**src/rtl/half_vector_lane_streamer.sv**
```systemverilog
// Double-buffer-free vector staging: collects LENGTH element pairs one per cycle,
// then replays them as BEATS contiguous MULTS-lane beats for a lane-parallel consumer.
module half_vector_lane_streamer #(
  parameter int BITS   = 16,
  parameter int LENGTH = 10,
  parameter int MULTS  = 2
) (
  input  logic                        clk,
  input  logic                        rst,
  input  logic                        wr_valid,
  output logic                        wr_ready,
  input  logic [BITS-1:0]             wr_a,
  input  logic [BITS-1:0]             wr_b,
  input  logic                        start,
  output logic                        full,
  output logic                        out_valid,
  output logic [MULTS-1:0][BITS-1:0]  vector_a,
  output logic [MULTS-1:0][BITS-1:0]  vector_b,
  output logic                        last
);

  localparam int BEATS  = LENGTH / MULTS;
  localparam int CNT_W  = $clog2(LENGTH + 1);
  localparam int IDX_W  = (LENGTH > 1) ? $clog2(LENGTH) : 1;
  localparam int BEAT_W = (BEATS > 1) ? $clog2(BEATS) : 1;

  typedef enum logic [1:0] {
    ST_LOAD   = 2'd0,
    ST_FULL   = 2'd1,
    ST_STREAM = 2'd2
  } state_t;

  state_t                     state_r, state_nxt;
  logic [CNT_W-1:0]           wr_cnt_r, wr_cnt_nxt;
  logic [BEAT_W-1:0]          beat_cnt_r, beat_cnt_nxt, beat_sel_s;
  logic [BITS-1:0]            mem_a_r [LENGTH];
  logic [BITS-1:0]            mem_b_r [LENGTH];
  logic                       wr_fire_s, out_valid_nxt, last_nxt, full_nxt;
  logic [IDX_W-1:0]           base_s;
  logic [MULTS-1:0][BITS-1:0] lanes_a_s, lanes_b_s;

  assign wr_ready  = (state_r == ST_LOAD) && !rst;
  assign wr_fire_s = wr_valid && wr_ready;

  // Next-state decode; beat_cnt always names the beat currently on the output registers.
  always_comb begin
    state_nxt     = state_r;
    wr_cnt_nxt    = wr_cnt_r;
    beat_cnt_nxt  = beat_cnt_r;
    beat_sel_s    = '0;
    out_valid_nxt = 1'b0;
    last_nxt      = 1'b0;
    full_nxt      = 1'b0;
    case (state_r)
      ST_LOAD: begin
        if (wr_fire_s) begin
          wr_cnt_nxt = wr_cnt_r + CNT_W'(1);
          if (wr_cnt_r == CNT_W'(LENGTH - 1)) begin
            state_nxt = ST_FULL;
            full_nxt  = 1'b1;
          end else begin
            state_nxt = ST_LOAD;
          end
        end else begin
          state_nxt = ST_LOAD;
        end
      end
      ST_FULL: begin
        if (start) begin
          // Beat 0 is loaded on the start edge so the stream begins the next cycle.
          state_nxt     = ST_STREAM;
          beat_cnt_nxt  = '0;
          beat_sel_s    = '0;
          out_valid_nxt = 1'b1;
          last_nxt      = (BEATS == 1);
        end else begin
          full_nxt = 1'b1;
        end
      end
      ST_STREAM: begin
        if (beat_cnt_r == BEAT_W'(BEATS - 1)) begin
          state_nxt    = ST_LOAD;
          wr_cnt_nxt   = '0;
          beat_cnt_nxt = '0;
        end else begin
          beat_cnt_nxt  = beat_cnt_r + BEAT_W'(1);
          beat_sel_s    = beat_cnt_r + BEAT_W'(1);
          out_valid_nxt = 1'b1;
          last_nxt      = ((beat_cnt_r + BEAT_W'(1)) == BEAT_W'(BEATS - 1));
        end
      end
      default: begin
        state_nxt  = ST_LOAD;
        wr_cnt_nxt = '0;
      end
    endcase
  end

  // Lane gather for the upcoming beat; idle bus is forced to zero.
  always_comb begin
    base_s    = IDX_W'(int'(beat_sel_s) * MULTS);
    lanes_a_s = '0;
    lanes_b_s = '0;
    if (out_valid_nxt) begin
      for (int g = 0; g < MULTS; g++) begin
        lanes_a_s[g] = mem_a_r[base_s + IDX_W'(g)];
        lanes_b_s[g] = mem_b_r[base_s + IDX_W'(g)];
      end
    end else begin
      lanes_a_s = '0;
      lanes_b_s = '0;
    end
  end

  // Control state and registered outputs.
  always_ff @(posedge clk) begin
    if (rst) begin
      state_r    <= ST_LOAD;
      wr_cnt_r   <= '0;
      beat_cnt_r <= '0;
      out_valid  <= 1'b0;
      last       <= 1'b0;
      full       <= 1'b0;
      vector_a   <= '0;
      vector_b   <= '0;
    end else begin
      state_r    <= state_nxt;
      wr_cnt_r   <= wr_cnt_nxt;
      beat_cnt_r <= beat_cnt_nxt;
      out_valid  <= out_valid_nxt;
      last       <= last_nxt;
      full       <= full_nxt;
      vector_a   <= lanes_a_s;
      vector_b   <= lanes_b_s;
    end
  end

  // Element storage keeps stale data across loads; only accepted writes update it.
  always_ff @(posedge clk) begin
    if (wr_fire_s) begin
      mem_a_r[IDX_W'(wr_cnt_r)] <= wr_a;
      mem_b_r[IDX_W'(wr_cnt_r)] <= wr_b;
    end
  end

endmodule

```
**config.mk**
```make
export PLATFORM = sky130hd
export DESIGN_NAME = half_vector_lane_streamer
export DESIGN_NICKNAME = d
export VERILOG_FILES = /design/src/rtl/half_vector_lane_streamer.sv
export SDC_FILE = /design/constraint.sdc
export NUM_CORES = 1
export LEC_CHECK = 0
export ABC_AREA = 1
export CAP_MARGIN = 20
export CORE_MARGIN = 5
export CORE_UTILIZATION = 33
export DETAILED_ROUTE_END_ITERATION = 10
export MAX_ROUTING_LAYER = met4
export SYNTH_ARGS = -nofsm -noshare
export SYNTH_HDL_FRONTEND = slang
export SYNTH_SLANG_ARGS = --single-unit
```
**constraint.sdc**
```tcl
create_clock -name clk -period 5.2 [get_ports clk]
set_input_delay 0.78 -clock clk [delete_from_list [all_inputs] [get_ports clk]]
set_output_delay 0.78 -clock clk [all_outputs]
set_load 0.05 [all_outputs]
```
== After elaboration in Yosys (flattened, before gate mapping) ==
Memory sizes are Yosys's and may differ from the RTL's. A register that Yosys moved wholly into a read port is not among the register bits.
Index checks and enable logic that the tools add are counted.

* Add/sub/neg operators: 3
* Bitwise logic cells: 3
* Reduce and logical (&&, ||, !) cells: 10
* Equality and inequality tests: 8
* Mux-type cells: 21

{| class="wikitable"
|+ Operator list
! operator !! count
|-
| case mux 4 bit (3 select lines) || 1
|-
| 2-to-1 mux 3 bit || 3
|-
| adder 4 x 1 -> 4 bit (second input constant) || 2
|-
| 2-to-1 mux 1 bit || 8
|-
| 2-to-1 mux 4 bit || 2
|-
| equality test 3 bit (second input constant) || 2
|-
| 2-to-1 mux 2 bit || 3
|-
| inequality test 2 bit (second input constant) || 3
|-
| case mux 2 bit (3 select lines) || 1
|-
| case mux 3 bit (2 select lines) || 1
|-
| equality test 4 bit (second input constant) || 1
|-
| case mux 1 bit (2 select lines) || 2
|-
| AND reduction 2 bit || 2
|-
| adder 3 x 1 -> 3 bit (second input constant) || 1
|-
| inverter 1 bit || 3
|-
| AND reduction 3 bit || 1
|-
| OR reduction 3 bit || 1
|-
| equality test 2 x 1 -> 1 bit (second input constant) || 1
|-
| equality test 2 bit (second input constant) || 1
|-
| logical AND 1 bit || 2
|-
| zero test 2 bit || 1
|-
| nonzero test 2 bit || 1
|-
| OR reduction 2 bit || 1
|-
| zero test 1 bit || 1
|}

* Input port bits: 36
* Word-level logic and storage cells: 53
* RAM bits: 320
* Register bits after elaboration: 12
* Output and inout bits: 68
* Memories kept: 2

{| class="wikitable"
|+ Memories
! name !! depth !! bits a word !! rd ports !! clocked after Yosys merged registers in !! write ports !! line !! source
|-
| mem_a_r || 10 || 16 || 2 || 2 || 1 || 36 || <nowiki>logic [BITS-1:0] mem_a_r [LENGTH];</nowiki>
|-
| mem_b_r || 10 || 16 || 2 || 2 || 1 || 37 || <nowiki>logic [BITS-1:0] mem_b_r [LENGTH];</nowiki>
|}

== Depth between registers and ports, before layout ==
* Depth in word-level cells: 5
* Depth in mapped cells: 13
* Depth with buffers taken out: 10

== Worst setup path before layout ==
OpenSTA, ideal clock, no wires.

* Path type: input to register
* Start: input port rst
* End: memory mem_a_r[8][0] (enable)
* Required time: 4.739 ns
* Path buffers: 1
* Cell stages on the path: 4
* Library setup time: 0.461 ns
* Path slack: 1.350 ns
* Arrival: 3.389 ns
* Path through: inv_1 -> nand3_1 -> buf_2 -> nor3_1

* Cells in the longest elaborated chain, start to end: 5

{| class="wikitable"
|+ Ends and longest elaborated chain
! item !! line !! source
|-
| start: declaration || 9 || <nowiki>input logic rst,</nowiki>
|-
| zero test 1 bit || 42 || <nowiki>assign wr_ready = (state_r == ST_LOAD) && !rst;</nowiki>
|-
| logical AND 1 bit || 42 ||
|-
| logical AND 1 bit || 43 || <nowiki>assign wr_fire_s = wr_valid && wr_ready;</nowiki>
|-
| 2-to-1 mux 1 bit || 140 || <nowiki>if (wr_fire_s) begin</nowiki>
|-
| 2-to-1 mux 1 bit (not written as such) || 141 || <nowiki>mem_a_r[IDX_W'(wr_cnt_r)] <= wr_a;</nowiki>
|-
| end: declaration || 36 ||
|}

No other way between the ends.

== Worst setup path in the final report ==
* Start: register beat_cnt_r[0]
* End: register vector_a[31] (netlist name), read port of mem_a_r

* Cells in the longest elaborated chain, start to end: 5
* Elaborated cells between the ends (all ways): 9
* Those cells by class: 2 x add/sub; 1 x eq/ne; 4 x mux; 1 x bitwise; 1 x reduce/logical

{| class="wikitable"
|+ Ends and longest elaborated chain
! item !! line !! source
|-
| start: declaration || 35 || <nowiki>logic [BEAT_W-1:0] beat_cnt_r, beat_cnt_nxt, beat_sel_s;</nowiki>
|-
| start signal: assignment || 129 || <nowiki>beat_cnt_r <= beat_cnt_nxt;</nowiki>
|-
| branches (longest 5 deep; another with adder 4 x 1 -> 4 bit) || -- ||
|-
| end: declaration || 17 || <nowiki>output logic [MULTS-1:0][BITS-1:0] vector_a,</nowiki>
|}

Several ways; the timed one is not identified.
A chain may end at the register's enable or synchronous reset.

==> impl_metrics.tcl <==
set metrics [dict create \
    status "completed" \
    drv_slew 0 \
    ys_ff_latch 396 \
    grt_util_met3_pct 2.47 \
    timing.slew.headroom_pct 32.6 \
    cts_buffer_depth 3 \
    pwr-share-clk_pct 43.5 \
    stdcell_count 2010 \
    crit_family "simple AND/OR/NAND/NOR gates" \
    ctsHtreeMaxLevel 2 \
    fill_cells 4364 \
    core_area_sq_um 46500 \
    dr.pass1.iters 5 \
    place_ws_ns 1.51 \
    drive_above_1_share_pct 9.14 \
    layout_common_cells "nand2_1, edfxtp_1, nand3_1, nand4_1, clkdlybuf4s50_1" \
    leakage_nw 6.38 \
    nNetsFinal 1416 \
    synth_area_sq_um 15500 \
    grt_util_met1_pct 20.2 \
    hpwl_microns 20900 \
    syn-instance-count 1295 \
    busiest_layer "met2" \
    worstPathRequired_ns 5.59 \
    post_cts_buffers 0 \
    swShare_pct 19.9 \
    grt_start_max_net_pins 89 \
    yosysWarningCount 0 \
    grt.total_usage_pct 14.9 \
    max_slew.worst_pin.slew_ns 1.01 \
    peakVddDrop_mv 0.181 \
    use_met2_pct 23.3 \
    path_buf_inv 2 \
    finish.utilization_pct 39.4 \
    syn_nets 1341 \
    grt_antenna_before_repair 1 \
    pwr-share-comb_pct 2.0 \
    cts_tree "built" \
    clk_pin_slew_ns 0.06 \
    power_density_nw_per_um2 347 \
    drt-total-wl_microns 37600 \
    critPathCaptureType "register" \
    setup_viol 0 \
    p_seq_share_pct 54.5 \
    cts-buffers-inserted 41 \
    vias 9821 \
    crit_path_cell_trace "inv_4 > ha_1 > nand2_4 > nand3_4 > buf_4 > nand2_1 > nand3_1 > nand2_1 > a21oi_2" \
    grt-ovfl-total 0 \
    internal_power_mw 5.08 \
    via_per_inst 4.89 \
    ios 104 \
    wl_per_cell_microns 18.7 \
    post-route-min-period_ns 3.28 \
    clk_latency_ns 0.54 \
    drt_iter0_drc 694 \
    fp-row-count 79 \
    post_synth_num_cell_types 23 \
    rsz0062_at_grt "no" \
    fin_setup_tns_ns 0 \
    initial_core_util_pct 33.3 \
    drc 0 \
    die_area_sq_um 51300 \
    p_sw_mw 1.26 \
    grt_pass1_vias 9766 \
    hold_buffers 0 \
    ant_nets 0 \
    ctsResizeCount 0 \
    die_w_microns 227 \
    timing_hold_violations_final 0 \
    grt_pass1_wl_microns 57600 \
    power_mw 6.34 \
    critPathMaxStageDelay_ns 0.71 \
    yosysSeqAreaShare_pct 71.9 \
    dp.cells 1934 \
    io_buffers 103 \
    cap_violations 0 \
    avgSynthCellArea_sq_um 12.0 \
    chipHeight_microns 227 \
    hold_path_class "register to register" \
    gp_congestion 0.797 \
    cts_sinks 396 \
    cp_max_fo 58 \
    timing.final.crit_share_pct 63.0 \
    crit_path_frequent_cell "nand2_1" \
    crit_type "register to register" \
    cp_data_arrival_time_ns 3.67 \
    timing.final.ws_setup_ns 1.92 \
    clock_skew_ns 0.00853 \
    start_kind "register" \
    fmax_mhz 305 \
    final_common_cell "nand2_1" \
    cpMaxStageDelayCell "nand3_4" \
    cts-root-buf "clkbuf_16" \
    syn_to_final_growth_pct 18.2 \
]
registers in the layout, summed over array words and instances (netlist names):
name / count
beat_cnt_r: 3
full: 1
last: 1
mem_a_r: 160
mem_b_r: 160
out_valid: 1
state_r: 2
vector_a: 32
vector_b: 32
wr_cnt_r: 4
worst paths after layout:
kind                        to          start  cells past startpoint  slack, ns
setup / recovery  vector_a[31]  beat_cnt_r[0]                      9       1.92
hold / removal     wr_cnt_r[2]    wr_cnt_r[2]                      2       0.51
setup reg to reg  vector_a[31]  beat_cnt_r[0]                      9       1.92
hold reg to reg    wr_cnt_r[2]    wr_cnt_r[2]                      2       0.51
Yosys cell counts (all sizes together):
cell type / count / share of area [%]
a21oi: 71 / 3.0
buf: 88 / 3.1
clkbuf: 5 / 0.12
dfxtp: 76 / 9.8
edfxtp: 320 / 62
ha: 10 / 0.81
inv: 82 / 2.0
nand2: 350 / 8.5
nand3: 132 / 4.3
nand4: 129 / 5.2
nor2: 16 / 0.44
nor3: 11 / 0.39
o21ai: 4 / 0.13
xnor2: 1 / 0.057
power groups by stage:
stage,clock network (mW),registers (mW),logic [mW]
final,2.76,3.45,0.127
after global routing,2.95,3.46,0.139
after CTS,2.83,3.45,0.128
after detailed placement,0,3.52,0.128
after global placement,0,3.52,0.125
after floorplan,0,3.52,0.0413
through the flow:
stage | area (sq um) | hold WS (ns)
after global routing | 18300 | 0.530
final | 18300 | 0.515
after global placement | 17000 | 0.507
after CTS | 18300 | 0.513
after floorplan | 15500 | 0.464
after detailed placement | 17000 | 0.504
worst register-to-register path: stages, from the launching register on:
cell	delay (ns)
dfxtp_1	0.42
inv_4	0.25
ha_1	0.33
nand2_4	0.41
nand3_4	0.73
buf_4	0.60
nand2_1	0.12
nand3_1	0.07
nand2_1	0.12
a21oi_2	0.08
area by class of cell:
class | count | area (sq um) | share of cell area (%)
Tap cell | 607 | 759 | 4.15
Timing Repair Buffer | 125 | 1200 | 6.54
Clock buffer | 63 | 1200 | 6.56
Sequential cell | 396 | 11100 | 60.8
Inverter | 82 | 312 | 1.70
Multi-Input combinational cell | 724 | 3630 | 19.8
Antenna cell | 2 | 5.00 | 0.0274
Clock inverter | 11 | 63.8 | 0.349
layer usage:
layer  wire, microns  up-vias
met2           17800      290
met4             870        0
met1           16800     4742
met5               0        -
met3            2180       61
li1                -     4728
kinds of logic (layout without fill, tap and decap cells):
group / count (synthesis) / count (layout) / synth area share (%)
XOR/XNOR: 1 / 1 / 0.0566
adder cells (fa/ha/maj): 10 / 10 / 0.808
flip-flops: 396 / 396 / 71.9
buffers and inverters: 175 / 281 / 5.22
other: 0 / 2 / 0
AND/OR/NAND/NOR: 638 / 638 / 18.9
AO/OA/AOI/OAI: 75 / 75 / 3.15
Note: power is estimated with default switching activity, not from simulation.
